File: src/rtl/sdfm_pkg.sv
// rtl/sdfm_pkg.sv - shared defaults, FSM states and width helper for the SDFM result arbiter
package sdfm_pkg;

  localparam int NCH_DEF = 4;
  localparam int DW_DEF  = 32;

  typedef enum logic {
    ARB_IDLE,
    ARB_PRESENT
  } arb_state_t;

  function automatic int chan_w(input int n);
    return (n > 1) ? $clog2(n) : 1;
  endfunction

endpackage

File: src/rtl/sdfm_result_arb_if.sv
// rtl/sdfm_result_arb_if.sv - granted-result output stream between arbiter and consumer
interface sdfm_result_arb_if
  import sdfm_pkg::*;
#(
  parameter int NCH = NCH_DEF,
  parameter int DW  = DW_DEF
) ();

  logic [DW-1:0]          out_data;
  logic [chan_w(NCH)-1:0] out_chan;
  logic                   out_valid;
  logic                   out_ready;

  modport master (output out_data, output out_chan, output out_valid, input  out_ready);
  modport slave  (input  out_data, input  out_chan, input  out_valid, output out_ready);

endinterface

File: src/rtl/sdfm_rr_pick.sv
// rtl/sdfm_rr_pick.sv - combinational round-robin pick starting at ptr
module sdfm_rr_pick
  import sdfm_pkg::*;
#(
  parameter int NCH = NCH_DEF
) (
  input  logic [NCH-1:0]         req,
  input  logic [chan_w(NCH)-1:0] ptr,
  output logic                   valid,
  output logic [chan_w(NCH)-1:0] idx
);

  localparam int CW = chan_w(NCH);

  logic [CW-1:0] cand;

  // Walk offsets from far to near so the request closest to ptr is the last one written.
  always_comb begin
    valid = 1'b0;
    idx   = '0;
    cand  = '0;
    for (int i = NCH - 1; i >= 0; i--) begin
      cand = ptr + CW'(i);
      if (req[cand]) begin
        valid = 1'b1;
        idx   = cand;
      end
    end
  end

endmodule

File: src/rtl/sdfm_result_arb.sv
// rtl/sdfm_result_arb.sv - per-channel holding registers with round-robin result arbitration
module sdfm_result_arb
  import sdfm_pkg::*;
#(
  parameter int NCH = NCH_DEF,
  parameter int DW  = DW_DEF
) (
  input  logic                SYSCLK,
  input  logic                SYSRST,
  input  logic [NCH*DW-1:0]   ch_data_in,
  input  logic [NCH-1:0]      ch_update_in,
  input  logic [NCH-1:0]      reg_chen,
  input  logic [NCH-1:0]      reg_ovfclr,
  output logic [NCH-1:0]      pend,
  output logic [NCH-1:0]      ovf_flag,
  sdfm_result_arb_if.master   out_if
);

  localparam int CW = chan_w(NCH);

  arb_state_t    state_q, state_d;
  logic [DW-1:0] hold_q [NCH];
  logic [NCH-1:0] pend_q, ovf_q, req, grant_oh;
  logic [CW-1:0] ptr_q, pick_idx, chan_q;
  logic [DW-1:0] data_q;
  logic          pick_valid, grant_en, do_grant;

  // A disabled channel drops its pend next edge, so it must not win in the meantime.
  assign req = pend_q & reg_chen;

  sdfm_rr_pick #(.NCH(NCH)) u_pick (
    .req   (req),
    .ptr   (ptr_q),
    .valid (pick_valid),
    .idx   (pick_idx)
  );

  always_comb begin
    grant_en = 1'b0;
    state_d  = state_q;
    case (state_q)
      ARB_IDLE: begin
        grant_en = 1'b1;
        if (pick_valid) state_d = ARB_PRESENT;
      end
      ARB_PRESENT: begin
        if (out_if.out_ready) begin
          grant_en = 1'b1;
          if (!pick_valid) state_d = ARB_IDLE;
        end
      end
      default: state_d = ARB_IDLE;
    endcase
  end

  assign do_grant = grant_en & pick_valid;

  always_comb begin
    grant_oh = '0;
    if (do_grant) grant_oh[pick_idx] = 1'b1;
  end

  always_ff @(posedge SYSCLK or posedge SYSRST) begin
    if (SYSRST) state_q <= ARB_IDLE;
    else        state_q <= state_d;
  end

  always_ff @(posedge SYSCLK or posedge SYSRST) begin
    if (SYSRST) begin
      pend_q <= '0;
      ovf_q  <= '0;
      for (int k = 0; k < NCH; k++) hold_q[k] <= '0;
    end else begin
      for (int k = 0; k < NCH; k++) begin
        if (!reg_chen[k]) begin
          pend_q[k] <= 1'b0;
        end else if (ch_update_in[k]) begin
          hold_q[k] <= ch_data_in[k*DW +: DW];
          pend_q[k] <= 1'b1;
        end else if (grant_oh[k]) begin
          pend_q[k] <= 1'b0;
        end
        // Overrun only when the old word is still stranded; a same-cycle grant rescues it.
        if (reg_chen[k] && ch_update_in[k] && pend_q[k] && !grant_oh[k]) ovf_q[k] <= 1'b1;
        else if (reg_ovfclr[k])                                           ovf_q[k] <= 1'b0;
      end
    end
  end

  always_ff @(posedge SYSCLK or posedge SYSRST) begin
    if (SYSRST) begin
      data_q <= '0;
      chan_q <= '0;
      ptr_q  <= '0;
    end else if (do_grant) begin
      data_q <= hold_q[pick_idx];
      chan_q <= pick_idx;
      ptr_q  <= pick_idx + CW'(1);
    end
  end

  assign out_if.out_data  = data_q;
  assign out_if.out_chan  = chan_q;
  assign out_if.out_valid = (state_q == ARB_PRESENT);
  assign pend             = pend_q;
  assign ovf_flag         = ovf_q;

endmodule

File: src/flat_wrapper.sv
// flat-port wrapper written by rule: the top's interface ports become plain ports
module sdfm_result_arb_flat import sdfm_pkg::*;
#(
  parameter int NCH = NCH_DEF,
  parameter int DW  = DW_DEF
)
  (SYSCLK, SYSRST, ch_data_in, ch_update_in, reg_chen, reg_ovfclr, pend, ovf_flag, out_if_out_data, out_if_out_chan, out_if_out_valid, out_if_out_ready);
  sdfm_result_arb_if #(.NCH(NCH), .DW(DW)) out_if_i ();
  input  logic SYSCLK;
  input  logic SYSRST;
  input  logic [NCH*DW-1:0] ch_data_in;
  input  logic [NCH-1:0] ch_update_in;
  input  logic [NCH-1:0] reg_chen;
  input  logic [NCH-1:0] reg_ovfclr;
  output logic [NCH-1:0] pend;
  output logic [NCH-1:0] ovf_flag;
  output wire logic [$bits(out_if_i.out_data)-1:0] out_if_out_data;
  output wire logic [$bits(out_if_i.out_chan)-1:0] out_if_out_chan;
  output wire logic [$bits(out_if_i.out_valid)-1:0] out_if_out_valid;
  input wire logic [$bits(out_if_i.out_ready)-1:0] out_if_out_ready;
  assign out_if_out_data = out_if_i.out_data;
  assign out_if_out_chan = out_if_i.out_chan;
  assign out_if_out_valid = out_if_i.out_valid;
  assign out_if_i.out_ready = out_if_out_ready;
  sdfm_result_arb #(.NCH(NCH), .DW(DW)) u_core (.SYSCLK(SYSCLK), .SYSRST(SYSRST), .ch_data_in(ch_data_in), .ch_update_in(ch_update_in), .reg_chen(reg_chen), .reg_ovfclr(reg_ovfclr), .pend(pend), .ovf_flag(ovf_flag), .out_if(out_if_i));
endmodule
File: config.mk
export PLATFORM = sky130hd
export DESIGN_NAME = sdfm_result_arb_flat
export DESIGN_NICKNAME = d
export VERILOG_FILES = /design/src/rtl/sdfm_pkg.sv /design/src/rtl/sdfm_result_arb_if.sv /design/src/rtl/sdfm_rr_pick.sv /design/src/rtl/sdfm_result_arb.sv /design/src/flat_wrapper.sv
export SDC_FILE = /design/constraint.sdc
export NUM_CORES = 1
export LEC_CHECK = 0
export ABC_CLOCK_PERIOD_IN_PS = 13590
export CAP_MARGIN = 40
export CORE_MARGIN = 5
export CORE_UTILIZATION = 55
export DETAILED_ROUTE_END_ITERATION = 10
export PLACE_DENSITY = 0.87
export SYNTH_ARGS = -nofsm -noshare
export SYNTH_HDL_FRONTEND = slang
export SYNTH_SLANG_ARGS = --single-unit
File: constraint.sdc
create_clock -name SYSCLK -period 13.59 [get_ports SYSCLK]
set_input_delay 2.718 -clock SYSCLK [delete_from_list [all_inputs] [get_ports SYSCLK]]
set_output_delay 2.718 -clock SYSCLK [all_outputs]
set_load 0.1 [all_outputs]
# [After elaboration in Yosys (flattened, before gate mapping)]
# Cells that the tools add are included.
[totals] ff_bits=173 inputBits=143 elab_cells=107
[op_classes] add_sub_neg=4 n_lt_le_gt_ge=7 eq_ne=4 mux=47 bitwise_logic=4 n_reduce_logical=25
[ops] op="$bmux 32 s2" count=1
[ops] op="$mux 32" count=2
[ops] op="$mux 1" count=32
[ops] op="$lt 2x3->1 const B" count=5
[ops] op="$logic_and 1x1->1" count=13
[ops] op="$ne 3x2->1 const B" count=4
[ops] op="$bmux 1 s2" count=4
[ops] op="$mux 2" count=4
[ops] op="$reduce_and 2->1" count=4
[ops] op="$reduce_bool 2->1" count=4
[ops] op="$add 2x1->2 const B" count=2
[ops] op="$add 2x2->2 const B" count=2
[ops] op="$and 4x4->4" count=1
[ops] op="$logic_not 1->1" count=4
[ops] op="$mux 4" count=1
[ops] op="$pmux 1 s2" count=2
[ops] op="$ge 3x3->1 const B" count=1
[ops] op="$not 2->3" count=1
[ops] op="$demux 1 s2" count=1
[ops] op="$ge 2x1->1 const B" count=1
[ops] op="$and 1x1->1" count=1
[ops] op="$not 1->1" count=1

# [Longest topological paths before layout]
# Gate-level depths: netlist of run 1.
[depth] ltp_word=15 ltp_mapped=7

# [Modules after synthesis]
# From an unflattened synthesis of run 1, not the netlist that was laid out.
[hier_totals] cells_unflattened=443 area_unflattened_um2=7389.6
[modules_own_cells] module="sdfm_result_arb" instances=1 cells_per_inst=430 area_each_um2=7312.0 seq_area_each_um2=4329.2
[modules_own_cells] module="sdfm_rr_pick" instances=1 cells_per_inst=13 area_each_um2=77.6 seq_area_each_um2=0.0

# [Worst setup path after synthesis of run 1]
# Ideal clock, no wire load.
[synth_timing] kind="input -> register" startpoint="input reg_chen[1]" endpoint="register u_core.data_q[10] (netlist: u_core.out_if.out_data[10])" arrival_time_ps=3823 t_required_ps=13460 setup_slack_ps=9637 cell_stages=7 path_cell_list="nand2_1 > o21ai_0 > o211ai_1 > buf_2 > buf_2 > mux2i_1 > o211ai_2"
[synth_via] elab_chain_cells=11 word_cells_on_any_way=22
[synth_lines] item="from (decl)" line="flat_wrapper.sv:13" source="input logic [NCH-1:0] reg_chen;"
[synth_lines] item="$and 4x4->4 *" line="sdfm_result_arb.sv:29" source="assign req = pend_q & reg_chen;"
[synth_lines] item="$bmux 1 s2" line="sdfm_rr_pick.sv:24" source="if (req[cand]) begin"
[synth_lines] item="$mux 1 (not written as such)" line="sdfm_rr_pick.sv:24"
[synth_lines] item="$mux 2 (4 in a row)" line="sdfm_rr_pick.sv:24"
[synth_lines] item="$not 2->3 (not written as such)" line="sdfm_result_arb.sv:96" source="data_q <= hold_q[pick_idx];"
[synth_lines] item="$bmux 32 s2" line="sdfm_result_arb.sv:96"
[synth_lines] item="$mux 32 (not written as such) (2 in a row)" line="sdfm_result_arb.sv:96"
[synth_lines] item="to (signal assigned)" line="sdfm_result_arb.sv:96"
[synth_lines] item="to (decl)" line="sdfm_result_arb.sv:25" source="logic [DW-1:0] data_q;"
# Every way passes the cells marked *; elsewhere a longest branch is shown, timed or not. The select of a mux whose other input is x is not followed.
# A chain may end at the register's enable or synchronous reset.

# [Worst setup path in the final report of run 1]
[layout_timing] startpoint="input reg_chen[3]" endpoint="register u_core.data_q[3] (netlist: u_core.out_if.out_data[3])"
# The elaborated chain is that of the path after synthesis.

==> impl_metrics.csv, run 1 <==
group,metric,value,unit
timing,setup_violations,0,
placement,port_buffers,185,
timing,final_hold_viol_count,0,
logic_synthesis,netlist.area_leader.share,53.2,%
cells_and_area,synthToLayoutAreaGrowth,41.3,%
clock_network,cts_hold_buf,0,
cells_and_area,num-fill-cells,840,
worst_setup_path,crit_type,"primary input to flop",
timing,finalClockSkew,0.00756,ns
power,peakVddDrop,0.000153,V
cells_and_area,instances_no_fill,1068,
logic_synthesis,muxShareOfSynthArea,25.7,%
logic_synthesis,synthArstFlopShare,100,%
logic_synthesis,synth_edf_count,0,
floorplan,die-area,0.0173,mm^2
floorplan,rows,44,
worst_setup_path,crit_arrival,5.40,ns
logic_synthesis,yosys.area_share.simple,6.97,%
logic_synthesis,netlist_instances,667,
global_routing,antenna_found_initial,0,
floorplan,start_util,55.9,%
logic_synthesis,synthFlopType,"dfrtp_1",
route,drt_iter0_markers,590,
logic_synthesis,synth_cell_type_count,34,
timing,post-route-period-util,37.6,%
min_path,holdCritStartpoint,"u_core.out_if.out_data[8]",
timing,rsz0062_at_grt,"no",
logic_synthesis,synth_fa_ha_area_share,0,%
power,total_power,2.20,mW
route,via_per_inst,5.96,
global_routing,grt_util_all_layers,27.4,%
min_path,hold_class,"flop to flop",
placement,gp_congestion,0.873,
cells_and_area,final_common_cell,"clkdlybuf4s50_1",
cells_and_area,layout-drive-gt1-share,29.2,%
worst_setup_path,required,13.88,ns
worst_setup_path,worst_setup_path_start_kind,"primary input",
route,finalWirelength,23400,um
worst_setup_path,setup.worst_path.end_class,"flop",
outcome,status,"completed",
clock_network,path_clk_slew,0.07,ns
worst_setup_path,startpoint,"reg_chen[3]",
worst_setup_path,cp_max_fo,66,
clock_network,ctsHtreeMaxLevel,4,
floorplan,core_area,0.0145,mm^2
cells_and_area,n_antenna_cell,0,
clock_network,cts_tree,"built",
logic_synthesis,synth-seq-area-share,53.2,%
timing,period_needed,5.11,ns
timing,slew_headroom,41.0,%
logic_synthesis,yosysTopAreaCell,"dfrtp_1",
logic_synthesis,synth_compound_area_share,10.5,%
route,num_vias,6361,
route,routedWlPerCell,21.9,um
clock_network,cts_buffers,17,
timing,tightestPinTransition,0.882,ns
floorplan,die-width,132,um
clock_network,postCtsResizedCells,0,
logic_synthesis,synth_top_family_by_area,"multiplexers",
global_routing,grt_pass1_vias,7027,
placement,dp_hpwl,16100,um
route,drcViolationCount,0,
logic_synthesis,synth_seq_cells,173,
logic_synthesis,syn-num-nets,810,
logic_synthesis,ys_top_cells_by_area,"dfrtp_1 (53%), mux2_2 (18%), mux2i_1 (7.9%), o211ai_2 (4.6%), nand3_1 (4.1%)",
floorplan,fp.dieH,132,um
logic_synthesis,synth.avg_cell_area,12.2,um^2
flow_run,drv_cap,0,
power,p_leak,5.06,nW
clock_network,post_cts.repair.setup_buffers,0,
logic_synthesis,synth_xor_area_share,0.108,%
placement,placed_cells,1036,
global_routing,grt_pass1_wl,37900,um
timing,drv_slew,0,
route,ant_nets,0,
power,powerDensity,191,mW/mm^2
cells_and_area,most-common-layout-cells,"clkdlybuf4s50_1 (185), dfrtp_1 (173), mux2_2 (129)",
worst_setup_path,r2r-start,"u_core.pend[3]",
global_routing,grt_overflow,0,
clock_network,clkSinkCount,173,
cells_and_area,fin_nets,1014,
clock_network,clock_latency,0.43,ns
clock_network,clockBufferDepth,2,
timing,timing.setup.tns,0,ns
clock_network,clock-root-buffer,"clkbuf_16",
global_routing,grt_max_degree,98,
route,dr.pass1.iters,5,
floorplan,io_pins,186,
logic_synthesis,syn_area,0.00813,mm^2
logic_synthesis,yosys_warnings,0,
timing,fmax,196,MHz
==> state kept, by name (all words and copies together) (netlist names) <==
register / flops
u_core.ptr_q: 2
u_core.out_if.out_valid: 1
u_core.ovf_flag: 4
u_core.hold_q: 128
u_core.out_if.out_data: 32
u_core.out_if.out_chan: 2
u_core.pend: 4
==> path summary, 6_finish.rpt <==
path	to	slack, ns	depth (start not counted)
worst min register to register	u_core.out_if.out_data[8]	0.50	2
min in group asynchronous	u_core.hold_q[29]	2.84	2
worst max-delay path	u_core.out_if.out_data[3]	8.48	8
worst max register to register	u_core.out_if.out_data[3]	10.88	7
worst min-delay path	u_core.out_if.out_data[8]	0.50	2
max in group asynchronous	u_core.hold_q[72]	9.52	4
==> layout make-up <==
| type | instances | area (um^2) | share of cell area (%) |
|---|---|---|---|
| clock buffers | 19 | 453 | 3.94 |
| clock inverters | 13 | 118 | 1.02 |
| inverters | 5 | 23.8 | 0.207 |
| multi-input cells | 433 | 3550 | 30.9 |
| flip-flops and latches | 173 | 4330 | 37.7 |
| well taps | 184 | 230 | 2.00 |
| repair buffers | 241 | 2790 | 24.3 |
==> metal layers <==
metal  track usage (%)  share of wire, %  up-vias
li1                  -                 -     2825
met1              33.0                39     3197
met2              46.8                52      262
met3              5.89               5.7       77
met4              13.0               3.9        0
met5                 0                 0        -
==> synth_stat cells, drive strengths merged (2+ instances only) <==
cell,instances
dfrtp,173
mux2,129
nand3,67
a21oi,66
mux2i,64
nand2,44
buf,41
o211ai,33
clkbuf,15
o21ai,8
inv,5
nor2b,3
o22ai,3
a21o,2
a22o,2
==> where the power goes <==
part / leakage, nW / internal (mW) / switching, mW / total [mW]
registers: 2.05 / 0.623 / 0.0759 / 0.699
logic: 2.76 / 0.404 / 0.623 / 1.03
clock network: 0.256 / 0.262 / 0.209 / 0.471
total: 5.06 / 1.29 / 0.909 / 2.20
==> critical path, cell delays in order <==
cell             delay (ns)
clkdlybuf4s50_1        0.48
a22o_2                 0.29
buf_4                  0.33
o21ai_4                0.53
buf_16                 0.24
or2_2                  0.41
buf_12                 0.25
o211ai_2               0.12
==> cell families after synthesis <==
family                    Yosys count
AOI/OAI and AO/OA                 117
muxes                             193
xor gates and xnor gates            1
and+or+nand+nor                   122
DFF                               173
buffers and inverters              61
==> per-stage QoR <==
stage	hold WS, ns	worst slack, ns	utilization, %	cell area, um^2
floorplan	0.479	6.18	-	8130
global placement	0.478	7.64	69.1	10000
detailed placement	0.475	8.06	75.2	10900
CTS	0.500	8.50	79.1	11500
global route	0.521	8.36	79.1	11500
finish	0.496	8.48	79.1	11500
Power figures use the tool's default switching activity.
==> run 2, diff against run 1 <==
--- a/config.mk
+++ b/config.mk
@@ -5,12 +5,12 @@
 export SDC_FILE = /design/constraint.sdc
 export NUM_CORES = 1
 export LEC_CHECK = 0
-export ABC_CLOCK_PERIOD_IN_PS = 13590
+export ABC_CLOCK_PERIOD_IN_PS = 5000
 export CAP_MARGIN = 40
 export CORE_MARGIN = 5
-export CORE_UTILIZATION = 55
+export CORE_UTILIZATION = 51
 export DETAILED_ROUTE_END_ITERATION = 10
-export PLACE_DENSITY = 0.87
+export PLACE_DENSITY = 0.81
 export SYNTH_ARGS = -nofsm -noshare
 export SYNTH_HDL_FRONTEND = slang
 export SYNTH_SLANG_ARGS = --single-unit
==> constraint.sdc (replaced) <==
create_clock -name SYSCLK -period 5 [get_ports SYSCLK]
set_input_delay 1 -clock SYSCLK [delete_from_list [all_inputs] [get_ports SYSCLK]]
set_output_delay 1 -clock SYSCLK [all_outputs]
set_load 0.1 [all_outputs]
==> impl_metrics.csv, run 2 (synthesized netlist as in run 1, its figures left out) <==
group,metric,value,unit
outcome,status,"completed",
worst_setup_path,required,5.34,ns
worst_setup_path,setup.worst_path.end_class,"flop",
clock_network,clkSinkCount,173,
clock_network,postCtsResizedCells,0,
timing,tightestPinTransition,0.981,ns
cells_and_area,design_area,0.0116,mm^2
worst_setup_path,crit_type,"primary input to flop",
min_path,hold_class,"flop to flop",
global_routing,grt_pass1_vias,6697,
cells_and_area,largest_reg_flops,128,
power,powerDensity,531,mW/mm^2
flow_run,drv_cap,0,
power,peakVddDrop,0.000455,V
global_routing,antenna_found_initial,3,
clock_network,post_cts.repair.setup_buffers,0,
clock_network,clock-root-buffer,"clkbuf_16",
timing,timing.setup.tns,0,ns
cells_and_area,synthToLayoutAreaGrowth,42.8,%
cells_and_area,final_common_cell,"clkdlybuf4s50_1",
timing,rsz0062_at_grt,"no",
route,drcViolationCount,0,
placement,port_buffers,185,
placement,placed_cell_area,0.0110,mm^2
floorplan,rows,46,
cells_and_area,regMostFlops,"u_core.hold_q",
placement,dp_worst_setup_slack,1.57,ns
timing,finalClockSkew,0.00750,ns
timing,final_hold_viol_count,0,
timing,post-route-period-util,61.3,%
cells_and_area,fin_nets,1014,
route,via_per_inst,5.72,
timing,drv_slew,0,
floorplan,die-area,0.0186,mm^2
route,finalWirelength,23300,um
timing,fmax,326,MHz
global_routing,grt_max_degree,174,
route,num_vias,6295,
clock_network,clockBufferDepth,2,
timing,setup_violations,0,
timing,slew_headroom,34.6,%
worst_setup_path,worst_setup_path_start_kind,"primary input",
global_routing,grt_pass1_wl,37100,um
timing,period_needed,3.07,ns
floorplan,io_pins,186,
placement,dp_hpwl,15800,um
clock_network,clock_latency,0.42,ns
power,p_leak,5.12,nW
clock_network,ctsHtreeMaxLevel,4,
floorplan,die-width,136,um
timing,worst_slack,1.93,ns
floorplan,start_util,51.6,%
cells_and_area,layout-drive-gt1-share,29.0,%
route,routedWlPerCell,21.2,um
clock_network,cts_tree,"built",
global_routing,grt_overflow,0,
route,drt_iter0_markers,481,
route,ant_nets,0,
placement,gp_congestion,0.878,
global_routing,grt_util_all_layers,26.1,%
clock_network,cts_hold_buf,0,
route,dr.pass1.iters,8,
cells_and_area,most-common-layout-cells,"clkdlybuf4s50_1 (185), dfrtp_1 (173), mux2_2 (129)",
clock_network,path_clk_slew,0.06,ns
clock_network,cts_buffers,17,
floorplan,core_area,0.0158,mm^2
floorplan,fp.dieH,136,um
worst_setup_path,crit_arrival,3.41,ns
worst_setup_path,cp_max_fo,35,
==> run 2: cell count changes in the layout (fill, tap and decap cells not counted), sizes merged <==
cell,change
diode,+1
bufinv,+3
clkbuf,+4
clkinvlp,-6
clkinv,-1
==> run 2: path summary, 6_finish.rpt <==
kind	startpoint	slack (ns)	cells after the start	to
setup / recovery	reg_chen[3]	1.93	7	u_core.out_if.out_data[17]
hold / removal	u_core.out_if.out_data[0]	0.49	2	u_core.out_if.out_data[0]
setup reg to reg	u_core.pend[3]	2.64	6	u_core.out_if.out_data[17]
hold reg to reg	u_core.out_if.out_data[0]	0.49	2	u_core.out_if.out_data[0]
max in group asynchronous	SYSRST	3.09	3	u_core.hold_q[22]
min in group asynchronous	SYSRST	1.14	3	u_core.hold_q[124]
==> run 2: layer usage <==
layer	vias up	track usage (%)	part of all wire, %	wire [um]
li1	2811	-	-	-
met1	3151	32.5	39	9070
met2	261	43.4	51	11800
met3	68	6.14	6.4	1490
met4	4	11.5	3.9	906
met5	-	0	0.090	21
==> run 2: power breakdown <==
group / internal, mW / switching (mW)
Clock: 0.893 / 0.552
Sequential: 1.69 / 0.192
Combinational: 1.14 / 1.70
==> run 2: cell type report <==
| class | count | area (um^2) |
|---|---|---|
| clock inverters | 9 | 155 |
| fillers | 1005 | 4160 |
| well taps | 216 | 270 |
| diodes | 1 | 2.50 |
| repair buffers | 241 | 2800 |
| flip-flops and latches | 173 | 4330 |
| clock buffers | 23 | 488 |
| multi-input cells | 433 | 3550 |
| inverters | 5 | 22.5 |
==> run 2: stage by stage <==
stage	hold WS, ns	std cells	total power, mW	util (%)
6_report	0.492	1101	6.17	73.7
3_5_place_dp	0.473	1068	4.73	69.6
2_1_floorplan	0.479	667	3.53	-
4_1_cts	0.492	1100	6.19	73.6
3_3_place_gp	0.461	1021	4.09	64.1
5_1_grt	0.523	1101	6.38	73.7
==> run 2: worst max-delay path: stages <==
cell	delay, ns
clkdlybuf4s50_1	0.50
nand2_1	0.19
a21bo_2	0.60
a21oi_2	0.20
or2_2	0.47
buf_12	0.23
o211ai_2	0.18
==> RTL change 1: new RTL, flow settings as in run 1 <==
The package constant `DW_DEF` goes from 32 to 64.
--- a/src/rtl/sdfm_pkg.sv
+++ b/src/rtl/sdfm_pkg.sv
@@ -2,7 +2,7 @@
 package sdfm_pkg;
 
   localparam int NCH_DEF = 4;
-  localparam int DW_DEF  = 32;
+  localparam int DW_DEF  = 64;
 
   typedef enum logic {
     ARB_IDLE,
Ports: changed (resized ch_data_in and out_if_out_data); port bits go from 186 to 346. No check against the original RTL was run, so the function may have changed too.
==> RTL change 1 against run 1 <==
Worst hold slack lost 2.6 ps. Wire length up 86%. Final cell count is 63% higher. Total power increased by 91%. Synthesized area grew 72%. Via count grew 59%. Setup slack got worse by 310 ps. Die area up 65%. Sequential cell count increased by 160. Final area is 79% higher. Largest power group unchanged.
==> RTL change 1: results (changes against run 1) <==
Outcome
  – Status: finished clean (unchanged)

Pwr
  – Leakage: 8.75 nW (was 5.06 nW)
  – Switch share: 38.4% (was 41.3%)
  – Maximum vdd ir drop: 222 uV (was 153 uV)

Worst setup path
  – Crit-path max cell delay: 720 ps (was 530 ps)
  – Flop2flop setup slack: 10,700 ps (was 10,880 ps)
  – Worst EP arrival: 5780 ps (was 5400 ps)
  – R2r worst-path depth: 8 (was 7)
  – CP max stage cell: clkdlybuf4s50_1 (was o21ai_4)
  – R2r startpoint: u_core.pend[0] (was u_core.pend[3])

Global route
  – Largest net degree at the start of global routing: 107 (was 98)
  – Initial antenna violation count: 5 (was 0)
  – Total GRT Usage: 30.4% (was 27.4%)
  – First-pass GRT wire length: 67,700 um (was 37,900 um)
  – Vias in the first global route: 11,560 (was 7,027)

Routing
  – Initial DRC count: 784 (was 590)
  – 1st-pass router iterations: 7 (was 5)

Placement
  – Final GP Congestion: 0.835 (was 0.873)
  – IO Port Bufs: 345 (was 185)
  – Hpwl dp: 29,500 um (was 16,100 um)
  – DP Worst Slack: 7720 ps (was 8060 ps)

STA
  – Clock skew: 20.0 ps (was 7.56 ps)
  – Slew headroom: 41.2% (was 41.0%)

Cells and area
  – Max FFs per register: 256 (was 128)
  – Final nets: 1,646 (was 1,014)
  – Fraction of layout instances using a drive strength above 1: 29.8% (was 29.2%)
  – Fill cells: 1,307 (was 840)

Synthesis
  – Post-synth top cells: dfrtp_1, mux2_2, mux2i_1, nand2_1, o221ai_1 (was dfrtp_1, mux2_2, nand3_1, a21oi_1, mux2i_1)
  – Post-synth cell types: 36 (was 34)
  – Area contributors post-synth: dfrtp_1, mux2_2, mux2i_1, o221ai_1, nand2_1 (was dfrtp_1, mux2_2, mux2i_1, o211ai_2, nand3_1)
  – Seq/Total Area, Yosys: 59.7% (was 53.2%)

Clocking
  – Clock latency on the worst-skew pair: 510 ps (was 430 ps)
==> RTL change 1: changes by cell type after synthesis, moves of 25 or more <==
cell / change
o221ai_1: +64
dfrtp_1: +160
mux2i_1: +64
o211ai_2: -30
a21oi_1: -63
mux2_2: +127
clkbuf_1: +25
nand3_1: -64
nand2_1: +34
==> RTL change 1: worst max-delay path by stage <==
stage                            from                          to  slack [ps]  cells after the start
after floorplan                SYSRST            u_core.hold_q[0]        1650                      1
after global placement    reg_chen[3]          u_core.ovf_flag[3]        7620                      8
after detailed placement  reg_chen[3]  u_core.out_if.out_data[17]        7720                      9
after CTS                 reg_chen[3]  u_core.out_if.out_data[21]        8210                      9
after global routing      reg_chen[3]  u_core.out_if.out_data[15]        8040                      9
final                     reg_chen[3]  u_core.out_if.out_data[21]        8180                      9
==> RTL change 1: cell type report <==
cell class	count	share of cell area, %
sequential	333	40.5
multi-input combinational	560	25.8
timing repair buffer	437	25.5
clock buffer	45	4.84
tap	330	2.01
clock inverter	18	1.15
inverter	7	0.164
antenna	7	0.0851
==> RTL change 1: worst max-delay path: cells and delay by family <==
kind,cells,cell delay [ps]
muxes,1,290
buffers and inverters,4,1940
AOI/OAI and AO/OA,3,620
and+or+nand+nor,1,120
==> RTL change 1: metal layers <==
metal  GRT usage [%]  wire length, um
met1            36.8            15900
met2            52.6            22800
met3            5.45             2470
met4            15.2             2420
met5               0                0
==> RTL change 1: cell families after synthesis <==
kind of cell / count (synthesis) / synth area share (%)
muxes: 384 / 29.9
buffers and inverters: 71 / 2.60
DFF: 333 / 59.7
xor gates and xnor gates: 1 / 0.0628
and+or+nand+nor: 90 / 2.63
AOI/OAI and AO/OA: 85 / 5.11
==> RTL change 1: power groups by stage <==
stage / sequential, mW / combinational [mW] / clock (mW)
after floorplan: 1.97 / 0.366 / 0
after global placement: 1.32 / 1.39 / 0
after detailed placement: 1.34 / 1.85 / 0
after CTS: 1.33 / 1.87 / 1.03
after global routing: 1.35 / 1.92 / 1.07
final: 1.33 / 1.86 / 1.02
==> RTL change 1: through the flow <==
step / utilization [%] / cells / area, um^2 / hold slack, ps
6_report: 82.0 / 1737 / 20600 / 494
5_1_grt: 82.0 / 1735 / 20600 / 511
4_1_cts: 81.9 / 1730 / 20600 / 495
3_5_place_dp: 77.0 / 1667 / 19300 / 478
3_3_place_gp: 70.2 / 1584 / 17600 / 463
2_1_floorplan: - / 964 / 13900 / 479
==> RTL change 2: new RTL, config.mk and constraints of run 1 <==
Without the edit above. Register the output `ovf_flag` once more; this adds one clock of latency there. The other outputs are not delayed to match.
--- a/src/rtl/sdfm_result_arb.sv
+++ b/src/rtl/sdfm_result_arb.sv
@@ -103,7 +103,9 @@
   assign out_if.out_chan  = chan_q;
   assign out_if.out_valid = (state_q == ARB_PRESENT);
   assign pend             = pend_q;
-  assign ovf_flag         = ovf_q;
+  always_ff @(posedge SYSCLK) begin
+    ovf_flag <= ovf_q;
+  end
 
 endmodule
 
Formal check against the unedited RTL: not equivalent (Yosys sat finds a counterexample within 4 cycles, from zero or initial values and one cycle with SYSRST high).
==> RTL change 2 against run 1 <==
Final area is 4.8% lower. Clock skew increased by 4.2 ps. Total power down 3.8%. Wire length is 2.8% lower. Sequential cell count increased by 4. Via count fell by 7.1%. Clock power increased by 5.9%. Synthesized area decreased by 7.4%. Sequential power is 2% higher. Combinational power down 12%. Setup slack better by 310 ps. Synthesized cell count decreased by 15%. Critical path type unchanged. Highest routed layer unchanged.
==> RTL change 2: results (changes against run 1) <==
Global route
  – Routing usage on met3: 7.05% (was 5.89%)
  – Global Route met2 Usage: 49.7% (was 46.8%)
  – Grt met1 use: 34.0% (was 33.0%)
  – First-pass GRT wire length: 35,700 um (was 37,900 um)
  – Vias in the first global route: 6,615 (was 7,027)

Placement
  – DP Worst Slack: 8410 ps (was 8060 ps)
  – Post-DP Area: 10,300 um^2 (was 10,900 um^2)
  – Hpwl dp: 15,500 um (was 16,100 um)
  – Final GP Congestion: 0.880 (was 0.873)

STA
  – Clock skew: 11.7 ps (was 7.56 ps)
  – Hold WS: 380 ps (was 496 ps)
  – Slew headroom: 47.6% (was 41.0%)

Synthesis
  – Post-synth cell types: 36 (was 34)
  – Synthesized Nets: 709 (was 810)
  – Area contributors post-synth: dfrtp_1, mux2_2, mux2i_1, a221oi_1, o22ai_1 (was dfrtp_1, mux2_2, mux2i_1, o211ai_2, nand3_1)
  – Post-synth top cells: dfrtp_1, mux2_2, o21ai_0, o22ai_1, nor2_1 (was dfrtp_1, mux2_2, nand3_1, a21oi_1, mux2i_1)
  – Multiplexer share of the synthesized area: 23.4% (was 25.7%)
  – Compound-Gate Fraction of Synth Area: 10.9% (was 10.5%)

Clocking
  – CTS Sinks: 177 (was 173)

Worst setup path
  – Flop2flop setup slack: 11,320 ps (was 10,880 ps)
  – Worst reg2reg path endpoint: u_core.ovf_q[3] (was u_core.out_if.out_data[3])
  – Worst EP arrival: 5120 ps (was 5400 ps)
  – Crit path launch: reg_chen[1] (was reg_chen[3])
  – R2r startpoint: u_core.pend[1] (was u_core.pend[3])
  – R2r worst-path depth: 6 (was 7)
  – Crit-path max cell delay: 600 ps (was 530 ps)

Outcome
  – Status: finished clean (unchanged)

Min path
  – Worst hold path depth: 0 (was 2)
  – Critical hold path startpoint: u_core.ovf_q[2] (was u_core.out_if.out_data[8])

Cells and area
  – Fraction of layout instances using a drive strength above 1: 28.5% (was 29.2%)
  – Register Area: 4410 um^2 (was 4330 um^2)
  – Multi-Input Combinational: 347 (was 433)
  – # clk buffers: 22 (was 19)
  – Fill cells: 692 (was 840)
  – Final nets: 931 (was 1,014)
  – NonClk Buf Share: 25.2% (was 24.3%)
  – Multi-input combinational area share: 26.7% (was 30.9%)
  – Bufs w/o clock: 240 (was 241)

Routing
  – Met2 WL: 12,100 um (about the same)
  – Met1 wire length: 8480 um (was 9090 um)
  – DR vias: 5,910 (was 6,361)
  – Initial DRC count: 669 (was 590)
  – Metal3 WL: 1360 um (was 1330 um)
  – Final wirelength: 22,800 um (was 23,400 um)

Pwr
  – Leakage: 4.54 nW (was 5.06 nW)
  – Clock network power: 0.499 mW (was 0.471 mW)
  – Maximum vdd ir drop: 130 uV (was 153 uV)
  – Switch share: 38.5% (was 41.3%)
  – Clock share of power: 23.6% (was 21.4%)
[RTL change 2: cell types whose count changed in the layout (fill, tap and decap cells not counted), sizes merged, moves of 4 or more]
| cell | run 1 | this run |
|---|---|---|
| a221oi | 0 | 32 |
| dfxtp | 0 | 4 |
| a21oi | 66 | 9 |
| nand3 | 67 | 5 |
| nor2 | 1 | 34 |
| o211ai | 33 | 0 |
| o21ai | 8 | 37 |
| nand2 | 44 | 12 |
| mux2i | 64 | 32 |
| o22ai | 3 | 35 |
| clkinv | 3 | 7 |
| clkinvlp | 8 | 0 |
[RTL change 2: worst register-to-register path: stages (launching register included)]
cell and delay, ps:
dfrtp_1 400, nand2_1 200, and4_4 270, nor2_4 420, buf_4 480, a31oi_1 180
a22o_1 220
[RTL change 2: through the flow]
step / cells / util (%)
final: 977 / 82.0
after global routing: 977 / 82.0
after CTS: 977 / 82.0
after detailed placement: 945 / 77.4
after global placement: 897 / 71.0
after floorplan: 566 / -
